## src/rtl/accum_sequencer.sv

```systemverilog
// Front-end sequencer for the nibble-serial accumulator: parallel operands in, LSB-nibble-first issue, parallel result out.
// Optional feature macro ACC_SEQ_UNDERRUN_CNT_EN adds a saturating count of injected zero operands.
module accum_sequencer #(
  parameter int BIT_WIDTH = 32
) (
  input  logic                 clk,
  input  logic                 rst,
  input  logic                 op_valid,
  output logic                 op_ready,
  input  logic [BIT_WIDTH-1:0] op_data,
  input  logic                 op_last,
  output logic                 res_valid,
  input  logic                 res_ready,
  output logic [BIT_WIDTH-1:0] res_data,
  output logic                 busy,
  output logic                 acc_start,
  output logic [3:0]           acc_data_in,
  input  logic [3:0]           acc_data_out,
  input  logic                 acc_data_out_valid,
  input  logic                 acc_result_complete,
  input  logic                 acc_ready
`ifdef ACC_SEQ_UNDERRUN_CNT_EN
  ,
  output logic [15:0]          underrun_cnt
`endif
);

  localparam int N  = BIT_WIDTH / 4;
  localparam int CW = $clog2(N);
  localparam logic [CW-1:0] LAST_IDX = CW'(N - 1);
  localparam logic [CW-1:0] PEN_IDX  = CW'(N - 2);
  localparam logic [CW-1:0] CNT_ONE  = CW'(1);

  typedef enum logic [1:0] {
    FLUSH   = 2'd0,
    IDLE    = 2'd1,
    ISSUE   = 2'd2,
    COLLECT = 2'd3
  } state_t;

  state_t               state_r;
  logic [BIT_WIDTH-1:0] shift_r;
  logic                 shift_last_r;
  logic [BIT_WIDTH-1:0] pf_r;
  logic                 pf_last_r;
  logic                 pf_valid_r;
  logic [CW-1:0]        cnt_r;
  logic                 flush_seen_r;

  logic                 res_free_s;
  logic                 boundary_s;
  logic                 idle_go_s;
  logic                 start_job_s;
  logic                 load_s;
  logic                 pf_move_s;
  logic                 op_ready_s;
  logic                 op_fire_s;
  logic                 direct_s;
  logic [BIT_WIDTH-1:0] src_data_s;
  logic                 src_last_s;

  // Handshake decode and selection of the next operand source (prefetch first, then op_data, else zero).
  always_comb begin
    res_free_s  = !res_valid || res_ready;
    boundary_s  = (state_r == ISSUE) && (cnt_r == LAST_IDX) && !shift_last_r;
    idle_go_s   = (state_r == IDLE) && acc_ready && res_free_s;
    start_job_s = idle_go_s && (pf_valid_r || op_valid);
    load_s      = start_job_s || boundary_s;
    pf_move_s   = pf_valid_r && (idle_go_s || boundary_s);
    op_ready_s  = (state_r != FLUSH) && (!pf_valid_r || pf_move_s);
    op_fire_s   = op_valid && op_ready_s;
    direct_s    = load_s && !pf_valid_r && op_valid;
    if (pf_valid_r) begin
      src_data_s = pf_r;
      src_last_s = pf_last_r;
    end else if (op_valid) begin
      src_data_s = op_data;
      src_last_s = op_last;
    end else begin
      src_data_s = {BIT_WIDTH{1'b0}};
      src_last_s = 1'b0;
    end
  end

  assign op_ready = op_ready_s;

  // Sequencer FSM, operand buffers and all registered accumulator/result outputs.
  always_ff @(posedge clk or posedge rst) begin
    if (rst) begin
      state_r      <= FLUSH;
      shift_r      <= {BIT_WIDTH{1'b0}};
      shift_last_r <= 1'b0;
      pf_r         <= {BIT_WIDTH{1'b0}};
      pf_last_r    <= 1'b0;
      pf_valid_r   <= 1'b0;
      cnt_r        <= {CW{1'b0}};
      flush_seen_r <= 1'b0;
      res_valid    <= 1'b0;
      res_data     <= {BIT_WIDTH{1'b0}};
      busy         <= 1'b0;
      acc_start    <= 1'b0;
      acc_data_in  <= 4'h0;
    end else begin
      if (op_fire_s && !direct_s) begin
        pf_r       <= op_data;
        pf_last_r  <= op_last;
        pf_valid_r <= 1'b1;
      end else if (pf_move_s) begin
        pf_valid_r <= 1'b0;
      end else begin
        pf_valid_r <= pf_valid_r;
      end

      if (res_valid && res_ready) begin
        res_valid <= 1'b0;
      end

      case (state_r)
        FLUSH: begin
          busy        <= 1'b1;
          acc_data_in <= 4'h0;
          // Only output that answers our own start stream proves the accumulator is aligned to us.
          if (acc_result_complete && flush_seen_r) begin
            state_r      <= IDLE;
            busy         <= 1'b0;
            acc_start    <= 1'b0;
            flush_seen_r <= 1'b0;
          end else if (flush_seen_r || (acc_start && acc_data_out_valid)) begin
            flush_seen_r <= 1'b1;
            acc_start    <= 1'b0;
          end else begin
            acc_start <= 1'b1;
          end
        end
        IDLE: begin
          if (start_job_s) begin
            shift_r      <= {4'h0, src_data_s[BIT_WIDTH-1:4]};
            shift_last_r <= src_last_s;
            acc_data_in  <= src_data_s[3:0];
            acc_start    <= 1'b1;
            cnt_r        <= {CW{1'b0}};
            res_data     <= {BIT_WIDTH{1'b0}};
            state_r      <= ISSUE;
            busy         <= 1'b1;
          end else begin
            acc_start   <= 1'b0;
            acc_data_in <= 4'h0;
            busy        <= 1'b0;
          end
        end
        ISSUE: begin
          busy <= 1'b1;
          if (cnt_r != LAST_IDX) begin
            acc_data_in <= shift_r[3:0];
            shift_r     <= {4'h0, shift_r[BIT_WIDTH-1:4]};
            acc_start   <= shift_last_r && (cnt_r == PEN_IDX);
            cnt_r       <= cnt_r + CNT_ONE;
          end else if (shift_last_r) begin
            state_r     <= COLLECT;
            acc_start   <= 1'b0;
            acc_data_in <= 4'h0;
            cnt_r       <= {CW{1'b0}};
          end else begin
            shift_r      <= {4'h0, src_data_s[BIT_WIDTH-1:4]};
            shift_last_r <= src_last_s;
            acc_data_in  <= src_data_s[3:0];
            acc_start    <= 1'b0;
            cnt_r        <= {CW{1'b0}};
          end
        end
        COLLECT: begin
          busy        <= 1'b1;
          acc_start   <= 1'b0;
          acc_data_in <= 4'h0;
          if (acc_data_out_valid) begin
            res_data[4*cnt_r +: 4] <= acc_data_out;
            cnt_r                  <= cnt_r + CNT_ONE;
          end
          if (acc_result_complete) begin
            res_valid <= 1'b1;
            state_r   <= IDLE;
            busy      <= 1'b0;
          end
        end
        default: begin
          state_r   <= FLUSH;
          acc_start <= 1'b0;
          busy      <= 1'b1;
        end
      endcase
    end
  end

`ifdef ACC_SEQ_UNDERRUN_CNT_EN
  logic underrun_s;
  assign underrun_s = boundary_s && !pf_valid_r && !op_valid;

  // Saturating count of zero operands injected at operand boundaries.
  always_ff @(posedge clk or posedge rst) begin
    if (rst) begin
      underrun_cnt <= 16'h0000;
    end else if (underrun_s && (underrun_cnt != 16'hFFFF)) begin
      underrun_cnt <= underrun_cnt + 16'h0001;
    end else begin
      underrun_cnt <= underrun_cnt;
    end
  end
`endif

endmodule

```

## config.mk

```make
export PLATFORM = sky130hd
export DESIGN_NAME = accum_sequencer
export DESIGN_NICKNAME = d
export VERILOG_FILES = /design/src/rtl/accum_sequencer.sv
export SDC_FILE = /design/constraint.sdc
export NUM_CORES = 1
export LEC_CHECK = 0
export ABC_AREA = 1
export CELL_PAD_IN_SITES_DETAIL_PLACEMENT = 1
export CELL_PAD_IN_SITES_GLOBAL_PLACEMENT = 1
export CORE_MARGIN = 2
export CORE_UTILIZATION = 44
export DETAILED_ROUTE_END_ITERATION = 16
export GPL_TIMING_DRIVEN = 0
export PLACE_DENSITY = 0.95
export SETUP_SLACK_MARGIN = 0.3
export SYNTH_ARGS = -nofsm -noshare
export SYNTH_HDL_FRONTEND = slang
export SYNTH_SLANG_ARGS = --single-unit
export TNS_END_PERCENT = 1
```

## constraint.sdc

```tcl
create_clock -name clk -period 7.36 [get_ports clk]
set_input_delay 1.472 -clock clk [delete_from_list [all_inputs] [get_ports clk]]
set_output_delay 1.472 -clock clk [all_outputs]
set_load 0.03 [all_outputs]
```

==> metrics.yaml, run 1 <==
outcome:
  status: "finished clean"
clock_network:
  post_cts_resized: 0
  ctsHoldBuffers: 0
  cts_setup_buffers: 0
  cts_tree: "yes"
  clk_pin_slew_ps: 70
  numCtsBuffers: 9
  clk-insertion-delay-late_ps: 360
  cts.htree.levels: 3
  cts_root_buffer: "clkbuf_16"
  cts.sinks: 108
  clk_path_buf_depth: 2
setup_path:
  required_ps: 5890
  reg2regPathDepth: 10
  end_kind: "output port"
  cp_max_fo: 10
  endpoint: "op_ready"
  cp-start-kind: "input pin"
  reg2reg_slack_ps: 4920
  arrival_ps: 3420
  r2r_end: "res_data[3]"
  worstReg2RegStart: "cnt_r[0]"
  startpoint: "res_ready"
  worstSetupPathType: "input pin to output port"
finish:
  layout.cells.non_filler: 991
  fillCellCount: 1600
  drive_above_1_share_pct: 13.8
  areaGrowthSynthToFinish_pct: 24.4
  diodes: 0
  final_cell_area_um2: 7210
  layout.nets: 871
placed_design:
  port_buffers: 83
  placed_cell_area_um2: 6870
  place_inst: 975
  hpwlAfterDp_um: 13100
  dpl_worst_slack_ps: 2450
  place.gp.congestion: 0.860
logic_synthesis:
  synth_area_um2: 5800
  ys_seq_elements: 108
  synth_mux_area_share_pct: 0.173
  yosys_warnings: 0
  synth-xor-area-share_pct: 0
  synthAdderAreaFrac_pct: 2.81
  synth_area_leaders: "dfrtp_1, nand2_1, nand3_1"
  synth_cell_types: 29
  synth-compound-area-share_pct: 14.5
  avgSynthCellArea_um2: 8.06
  yosys.area.top_type: "dfrtp_1"
  synth_nets: 776
  synth_top_family_by_area: "simple AND/OR/NAND/NOR gates"
  yosysSeqAreaShare_pct: 46.6
  synth_top_cell_area_share_pct: 46.6
  yosys.area_share.simple_pct: 27.4
  synthCells: 719
grt:
  grt_max_degree: 66
  grt.overflow.total: 0
  grt_pass1_wl_um: 30400
  grt_use_total_pct: 27.3
  grt_pass1_vias: 5986
  antenna_found_initial: 0
floorplanning:
  io_pins: 84
  rows: 41
  die_h_um: 119
  fp.coreArea_um2: 12700
  dieArea_um2: 14100
  fp.dieW_um: 119
  initial_core_util_pct: 45.6
min_path:
  hold_path_class: "flop to flop"
drt:
  first_pass_iters: 5
  drc_errors: 0
  wl_um: 18300
  drtIter0Drc: 415
  routedWlPerCell_um: 18.4
  antenna_left: 0
  vias: 5350
  vias_per_cell: 5.40
power_and_ir_drop:
  p_clk_share_pct: 17.9
  switchingPower_mw: 1.41
  combinationalPowerShare_pct: 52.3
  leakage_nw: 3.42
  internal_power_mw: 1.69
  powerDensity_nw_per_um2: 430
  irDropWorstVdd_v: 0.000189
  seq_power_share_pct: 29.8
  switching_share_pct: 45.5
timing:
  final-setup-viol-count: 0
  layout_setup_ws_ps: 2460
  worstMarginPinSlew_ps: 620
  maxSlewHeadroom_pct: 58.6
  period_minus_slack_ps: 4900
  final.period_utilization_pct: 66.5
  rsz0062_at_grt: "false"
  drv_slew: 0
  hold_ws_ps: 492
  fin_tns_setup_ps: 0
  hold_viol_final: 0
  fmax_ghz: 0.204
  finClkSkew_ps: 7.02
job:
  drv_cap: 0
[flip-flops by register name (all words and copies together) (netlist names)]
register / count
acc_data_in: 4
acc_start: 1
busy: 1
cnt_r: 3
flush_seen_r: 1
pf_last_r: 1
pf_r: 32
pf_valid_r: 1
res_data: 32
res_valid: 1
shift_last_r: 1
shift_r: 28
state_r: 2
[routing by layer]
metal | part of all wire [%] | up-vias | track usage (%)
li1 | - | 2484 | -
met3 | 3.7 | 46 | 3.62
met5 | 0 | - | 0
met1 | 39 | 2661 | 31.2
met2 | 54 | 159 | 50.1
met4 | 3.3 | 0 | 12.8
[cell usage in the layout, fill, tap and decap left out, drive strengths merged]
cell type	count
nand2	266
dfrtp	108
o21ai	96
clkdlybuf4s50	83
inv	67
nand3	58
o21bai	33
nor2	31
buf	29
clkbuf	18
ha	13
nand4	4
a21oi	4
a31oi	2
clkinv	2
bufinv	2
or2	1
o22ai	1
mux2i	1
[layout make-up]
class / count / area [um2] / area share [%]
clock buffer: 12 / 267 / 3.70
sequential: 108 / 2700 / 37.5
tap: 172 / 215 / 2.99
multi-input combinational: 510 / 2600 / 36.0
timing repair buffer: 84 / 858 / 11.9
inverter: 67 / 254 / 3.52
buffer: 34 / 244 / 3.38
clock inverter: 4 / 70.1 / 0.972
[power groups by stage]
stage	Sequential [mW]	Combinational, mW	Clock (mW)
after floorplan	0.926	1.12	0
after global placement	0.912	1.48	0
after detailed placement	0.928	1.58	0
after CTS	0.921	1.63	0.561
after global routing	0.942	1.80	0.583
final	0.923	1.62	0.556
[critical path: stages]
cell	delay [ps]
clkdlybuf4s50_1	450
inv_1	40
nand2_1	150
nand2_1	120
nand3_2	100
nand2_4	120
buf_2	230
inv_1	70
clkdlybuf4s50_1	660
[kinds of logic (layout without fill, tap and decap cells)]
logic type	after synthesis	count (layout)
and+or+nand+nor	360	360
AOI/OAI and AO/OA	136	136
buffers and inverters	101	201
muxes	1	1
adders and majority gates	13	13
DFF	108	108
[synthesized netlist by cell type (all sizes together)]
master / instances
a21oi: 4
a31oi: 2
buf: 28
clkbuf: 6
dfrtp: 108
ha: 13
inv: 67
mux2i: 1
nand2: 266
nand3: 58
nand4: 4
nor2: 31
o21ai: 96
o21bai: 33
o22ai: 1
or2: 1
[worst min path at each step]
stage,slack (ps),cells past startpoint,endpoint,startpoint
after detailed placement,460,2,res_data[19],res_data[19]
after CTS,490,2,shift_r[14],shift_r[14]
after global routing,520,2,shift_r[12],shift_r[12]
after global placement,460,2,res_data[19],res_data[19]
after floorplan,450,2,shift_r[26],shift_r[26]
final,490,2,shift_r[12],shift_r[12]
[metrics by stage]
stage	total power, mW	utilization [%]
2_1_floorplan	2.04	-
3_3_place_gp	2.39	53.8
3_5_place_dp	2.51	54.0
4_1_cts	3.11	56.7
5_1_grt	3.32	56.7
6_report	3.10	56.7
Note: power is estimated with default switching activity, not from simulation.
==> inputs of run 2 (changes only) <==
Settings changed: CORE_UTILIZATION 44 to 37, PLACE_DENSITY 0.95 to 0.88.
Clock period 7.36 ns to 4.2 ns, I/O delays scaled along.
==> run 2 against run 1 <==
Routed wire length decreased by 11%; combinational power increased by 69%; core utilization decreased by 9.2 points; clock skew increased by 2.7 ps; clock-buffer cell count decreased by 2; die area increased by 18%; first-iteration DRC count decreased by 44%; via count decreased by 4.4%; hold slack got worse by 15 ps; critical path type is now flop to output port; critical endpoint unchanged; largest cell class unchanged.
==> metrics.yaml, run 2 (same netlist as run 1, synthesis figures left out) <==
floorplanning:
  initial_core_util_pct: 38.0  # -7.6 points
  fp.coreArea_um2: 15300  # +20%
  die_h_um: 129  # +8.7%
  fp.dieW_um: 129  # +8.7%
  rows: 45  # +9.8%
  dieArea_um2: 16700  # +18%
  io_pins: 84  # unchanged
timing:
  final.period_utilization_pct: 86.7
  hold_viol_final: 0  # unchanged
  maxSlewHeadroom_pct: 43.1  # -16 points
  drv_slew: 0  # unchanged
  rsz0062_at_grt: "false"
  period_minus_slack_ps: 3640
  fmax_ghz: 0.275
  final-setup-viol-count: 0  # unchanged
  finClkSkew_ps: 9.75  # +2.73 ps
  worstMarginPinSlew_ps: 854  # +234 ps
placed_design:
  hpwlAfterDp_um: 12000  # -8.5%
  placed_cell_area_um2: 6920  # +0.71%
  place.gp.congestion: 0.839  # -2.5%
  port_buffers: 83  # unchanged
grt:
  grt_pass1_vias: 5603  # -6.4%
  grt_pass1_wl_um: 27800  # -8.3%
  grt_use_total_pct: 21.0  # -6.3 points
  antenna_found_initial: 0  # unchanged
  grt.overflow.total: 0  # unchanged
  grt_max_degree: 67  # +1.5%
outcome:
  status: "finished clean"
finish:
  areaGrowthSynthToFinish_pct: 25.0
  final_cell_area_um2: 7250  # +0.50%
  largestRegisters: "pf_r x32, res_data x32, shift_r x28"
  fillCellCount: 1894  # +18%
  final_common_cell: "nand2_1"
  drive_above_1_share_pct: 13.7  # -0.12 points
  mostFrequentLayoutCells: "nand2_1, dfrtp_1, clkdlybuf4s50_1, inv_1, nand3_1"
  diodes: 0  # unchanged
  layout.nets: 871  # unchanged
drt:
  antenna_left: 0  # unchanged
  vias: 5114  # -4.4%
  wl_um: 16200  # -11%
  drc_errors: 0  # unchanged
  routedWlPerCell_um: 15.8  # -14%
  vias_per_cell: 4.97  # -8.0%
  first_pass_iters: 4  # -1
  drtIter0Drc: 233  # -44%
power_and_ir_drop:
  powerDensity_nw_per_um2: 729  # +69%
  leakage_nw: 3.40  # -0.51%
  internal_power_mw: 2.92  # +73%
  power.total_mw: 5.29  # +70%
  switchingPower_mw: 2.36  # +68%
  combinationalPowerShare_pct: 51.7  # -0.6 points
  seq_power_share_pct: 30.3  # +0.5 points
  switching_share_pct: 44.7  # -0.73 points
  irDropWorstVdd_v: 0.000313  # +66%
  p_clk_share_pct: 18.0  # about the same
clock_network:
  ctsHoldBuffers: 0  # unchanged
  cts_tree: "yes"
  cts.htree.levels: 3  # unchanged
  cts_setup_buffers: 0  # unchanged
  post_cts_resized: 0  # unchanged
  cts_root_buffer: "clkbuf_16"
  clk_pin_slew_ps: 80  # about the same
  clk-insertion-delay-late_ps: 360  # about the same
  numCtsBuffers: 9  # unchanged
  clk_path_buf_depth: 2  # unchanged
  cts.sinks: 108  # unchanged
setup_path:
  worstReg2RegStart: "cnt_r[0]"
  worstSetupPathType: "flop to output port"
  end_kind: "output port"
  startpoint: "cnt_r[0]"
  arrival_ps: 2800  # -620 ps
  required_ps: 3360  # -2530 ps
  cp-start-kind: "flop"
  cp_max_fo: 10  # unchanged
min_path:
  hold_start: "res_data[17]"
  hold_path_class: "flop to flop"
job:
  drv_cap: 0  # unchanged
run 2: cell types whose count changed in the layout (fill, tap and decap cells not counted):
cell | before | now
clkbuf_1 | 6 | 7
inv_8 | 0 | 1
clkinv_2 | 2 | 0
clkinvlp_4 | 0 | 2
inv_6 | 0 | 1
clkbuf_8 | 3 | 0
run 2: critical path, cell delays in order (launching register included):
cell	delay [ps]
dfrtp_1	530
ha_1	270
ha_1	260
nand3_1	170
nand3_2	140
nand2_4	120
buf_2	220
inv_1	70
clkdlybuf4s50_1	660
run 2: power by group through the flow:
stage	logic, mW	registers, mW	clock network [mW]
2_1_floorplan	1.96	1.62	0
3_3_place_gp	2.60	1.60	0
3_5_place_dp	2.73	1.62	0
4_1_cts	2.76	1.60	0.970
5_1_grt	3.09	1.64	1.01
6_report	2.73	1.60	0.949
run 2: per-layer routing:
metal / GRT usage (%) / up-vias / part of all wire [%]
met4: 7.54 / 0 / 2.0
li1: - / 2486 / -
met5: 0 / - / 0
met2: 37.7 / 93 / 52
met1: 25.9 / 2514 / 43
met3: 2.52 / 21 / 3.0
run 2: final timing paths:
check,endpoint,slack (ps),cells after the start
max,op_ready,560,8
min,res_data[17],480,2
max reg2reg,res_data[0],1950,11
min reg2reg,res_data[17],480,2
max in group asynchronous,pf_r[3],2490,3
min in group asynchronous,res_data[29],990,2
run 2: cell type report:
type	instances	area (um2)	area share (%)
Sequential cell	108	2700	37.3
Clock inverter	6	95.1	1.31
Tap cell	211	264	3.64
Buffer	34	244	3.37
Timing Repair Buffer	84	858	11.8
Inverter	67	254	3.51
Multi-Input combinational cell	510	2600	35.9
Clock buffer	10	229	3.16
run 2: stage by stage:
step | std cells | setup TNS (ps) | setup slack, ps | hold slack [ps] | utilization [%]
2_1_floorplan | 719 | 0 | 514 | 448 | -
3_3_place_gp | 1013 | -126790 | -1180 | 460 | 45.2
3_5_place_dp | 1014 | 0 | 546 | 463 | 45.4
4_1_cts | 1030 | 0 | 555 | 482 | 47.5
5_1_grt | 1030 | 0 | 390 | 503 | 47.5
6_report | 1030 | 0 | 559 | 477 | 47.5
==> inputs of run 3 (changes only) <==
Settings changed: HOLD_SLACK_MARGIN from default to 0.12, SLEW_MARGIN from default to 5.
Clock period 4.2 ns to 3.3 ns, I/O delays scaled along.
==> run 3 against run 2 <==
Clock-buffer cell count stayed put; clock skew about the same; worst setup slack worse by 18 ps; clock power rose by 13%; non-clock buffer count is 3 higher; combinational power increased by 27%; largest cell class unchanged.
==> metrics.yaml, run 3 (same netlist as run 1, synthesis figures left out) <==
outcome:
  status: "finished clean"
clock_network:
  cts_tree: "yes"
  clk-insertion-delay-late_ps: 360  # about the same
  clk_pin_slew_ps: 70  # about the same
  numCtsBuffers: 9  # unchanged
  cts_root_buffer: "clkbuf_16"
  ctsHoldBuffers: 0  # unchanged
  clk_path_buf_depth: 2  # unchanged
  cts.sinks: 108  # unchanged
  cts.htree.levels: 3  # unchanged
placed_design:
  place_inst: 1016  # +0.20%
  hpwlAfterDp_um: 12000  # +0.31%
  placed_cell_area_um2: 6960  # +0.49%
  port_buffers: 83  # unchanged
  place.gp.congestion: 0.836  # -0.38%
finish:
  mostFrequentLayoutCells: "nand2_1, dfrtp_1, clkdlybuf4s50_1, inv_1, nand3_1"
  final_common_cell: "nand2_1"
  largestRegisters: "pf_r x32, res_data x32, shift_r x28"
  areaGrowthSynthToFinish_pct: 25.1  # about the same
  final_cell_area_um2: 7250  # about the same
  layout.cells.non_filler: 1033  # +0.29%
  final_util_pct: 47.5  # about the same
  drive_above_1_share_pct: 14.4  # +0.68 points
  layout.nets: 874  # +0.34%
  diodes: 0  # unchanged
grt:
  grt_pass1_vias: 5414  # -3.4%
  grt_use_total_pct: 20.7  # -0.25 points
  grt.overflow.total: 0  # unchanged
  antenna_found_initial: 0  # unchanged
  grt_max_degree: 37  # -45%
  grt_pass1_wl_um: 27400  # -1.7%
setup_path:
  worstSetupPathType: "flop to output port"
  startpoint: "cnt_r[0]"
  end_kind: "output port"
  worstReg2RegStart: "cnt_r[0]"
  arrival_ps: 2100  # -700 ps
  cp_max_fo: 10  # unchanged
  required_ps: 2640  # -720 ps
  cp-start-kind: "flop"
drt:
  routedWlPerCell_um: 15.5  # -2.0%
  first_pass_iters: 4  # unchanged
  wl_um: 16000  # -1.7%
  drtIter0Drc: 247  # +6.0%
  vias_per_cell: 4.92  # -0.97%
  antenna_left: 0  # unchanged
  vias: 5079  # -0.68%
  drc_errors: 0  # unchanged
timing:
  hold_ws_ps: 478  # +1.85 ps
  final.period_utilization_pct: 83.6
  period_minus_slack_ps: 2760
  finClkSkew_ps: 10.2  # +0.431 ps
  drv_slew: 0  # unchanged
  fin_tns_setup_ps: 0  # unchanged
  fmax_ghz: 0.362
  maxSlewHeadroom_pct: 62.1  # +19 points
  hold_viol_final: 0  # unchanged
  worstMarginPinSlew_ps: 569  # -286 ps
  rsz0062_at_grt: "false"
  final-setup-viol-count: 0  # unchanged
power_and_ir_drop:
  irDropWorstVdd_v: 0.000370  # +18%
  switching_share_pct: 45.4  # +0.64 points
  powerDensity_nw_per_um2: 908  # +25%
  switchingPower_mw: 2.99  # +26%
  internal_power_mw: 3.60  # +23%
  p_clk_share_pct: 16.2  # -1.8 points
  combinationalPowerShare_pct: 52.7  # +1.0 points
  leakage_nw: 3.41  # +0.22%
  seq_power_share_pct: 31.1  # +0.8 points
floorplanning:
  io_pins: 84  # unchanged
  fp.coreArea_um2: 15300  # unchanged
  initial_core_util_pct: 38.0  # unchanged
  dieArea_um2: 16700  # unchanged
  fp.dieW_um: 129  # unchanged
  die_h_um: 129  # unchanged
  rows: 45  # unchanged
min_path:
  hold_start: "res_data[3]"
  hold_path_class: "flop to flop"
job:
  drv_cap: 0  # unchanged
## run 3: layer usage
metal | vias to the layer above | GRT usage (%) | share of wire [%]
met4 | 0 | 6.46 | 1.5
met5 | - | 0 | 0
met1 | 2473 | 26.5 | 44
met3 | 17 | 2.44 | 2.8
met2 | 89 | 36.8 | 51
li1 | 2500 | - | -
## run 3: final timing paths
check                      cells past startpoint           to  slack (ps)
hold reg to reg                                2  res_data[3]         480
setup reg to reg                              11  res_data[1]        1140
min in group asynchronous                      2    res_valid         650
setup / recovery                               8     op_ready         540
hold / removal                                 2  res_data[3]         480
max in group asynchronous                      3     pf_r[28]        2130
## run 3: layout make-up
class / count / area [um2]
repair buffers: 87 / 893
well taps: 211 / 264
clock buffers: 10 / 239
flip-flops and latches: 108 / 2700
fillers: 1855 / 8010
multi-input cells: 510 / 2600
plain buffers: 34 / 250
clock inverters: 6 / 46.3
inverters: 67 / 255
## run 3: critical path: stages, from the launching register on
cell and delay (ps):
dfrtp_2 480, ha_1 260, ha_1 260, nand3_1 170, nand3_2 120, nand2_4 90
buf_6 140, inv_1 40, clkbuf_2 170
## run 3: timing repair
action | CTS | global route
buffers inserted | 1 | 0
gates resized for setup | 4 | 2
endpoints found under the setup margin | 1 | 1
## run 3: power by group through the flow
stage                     Clock (mW)  Sequential (mW)  Combinational (mW)
after global routing            1.15             2.10                3.91
after floorplan                    0             2.07                2.49
final                           1.07             2.05                3.47
after global placement             0             2.05                3.31
after detailed placement           0             2.06                3.46
after CTS                       1.09             2.05                3.52
## run 3: per-stage QoR
step	power (mW)	setup slack, ps
final	6.59	540
after global routing	7.15	421
after CTS	6.66	354
after detailed placement	5.53	29.5
after global placement	5.35	42.2
after floorplan	4.55	1010
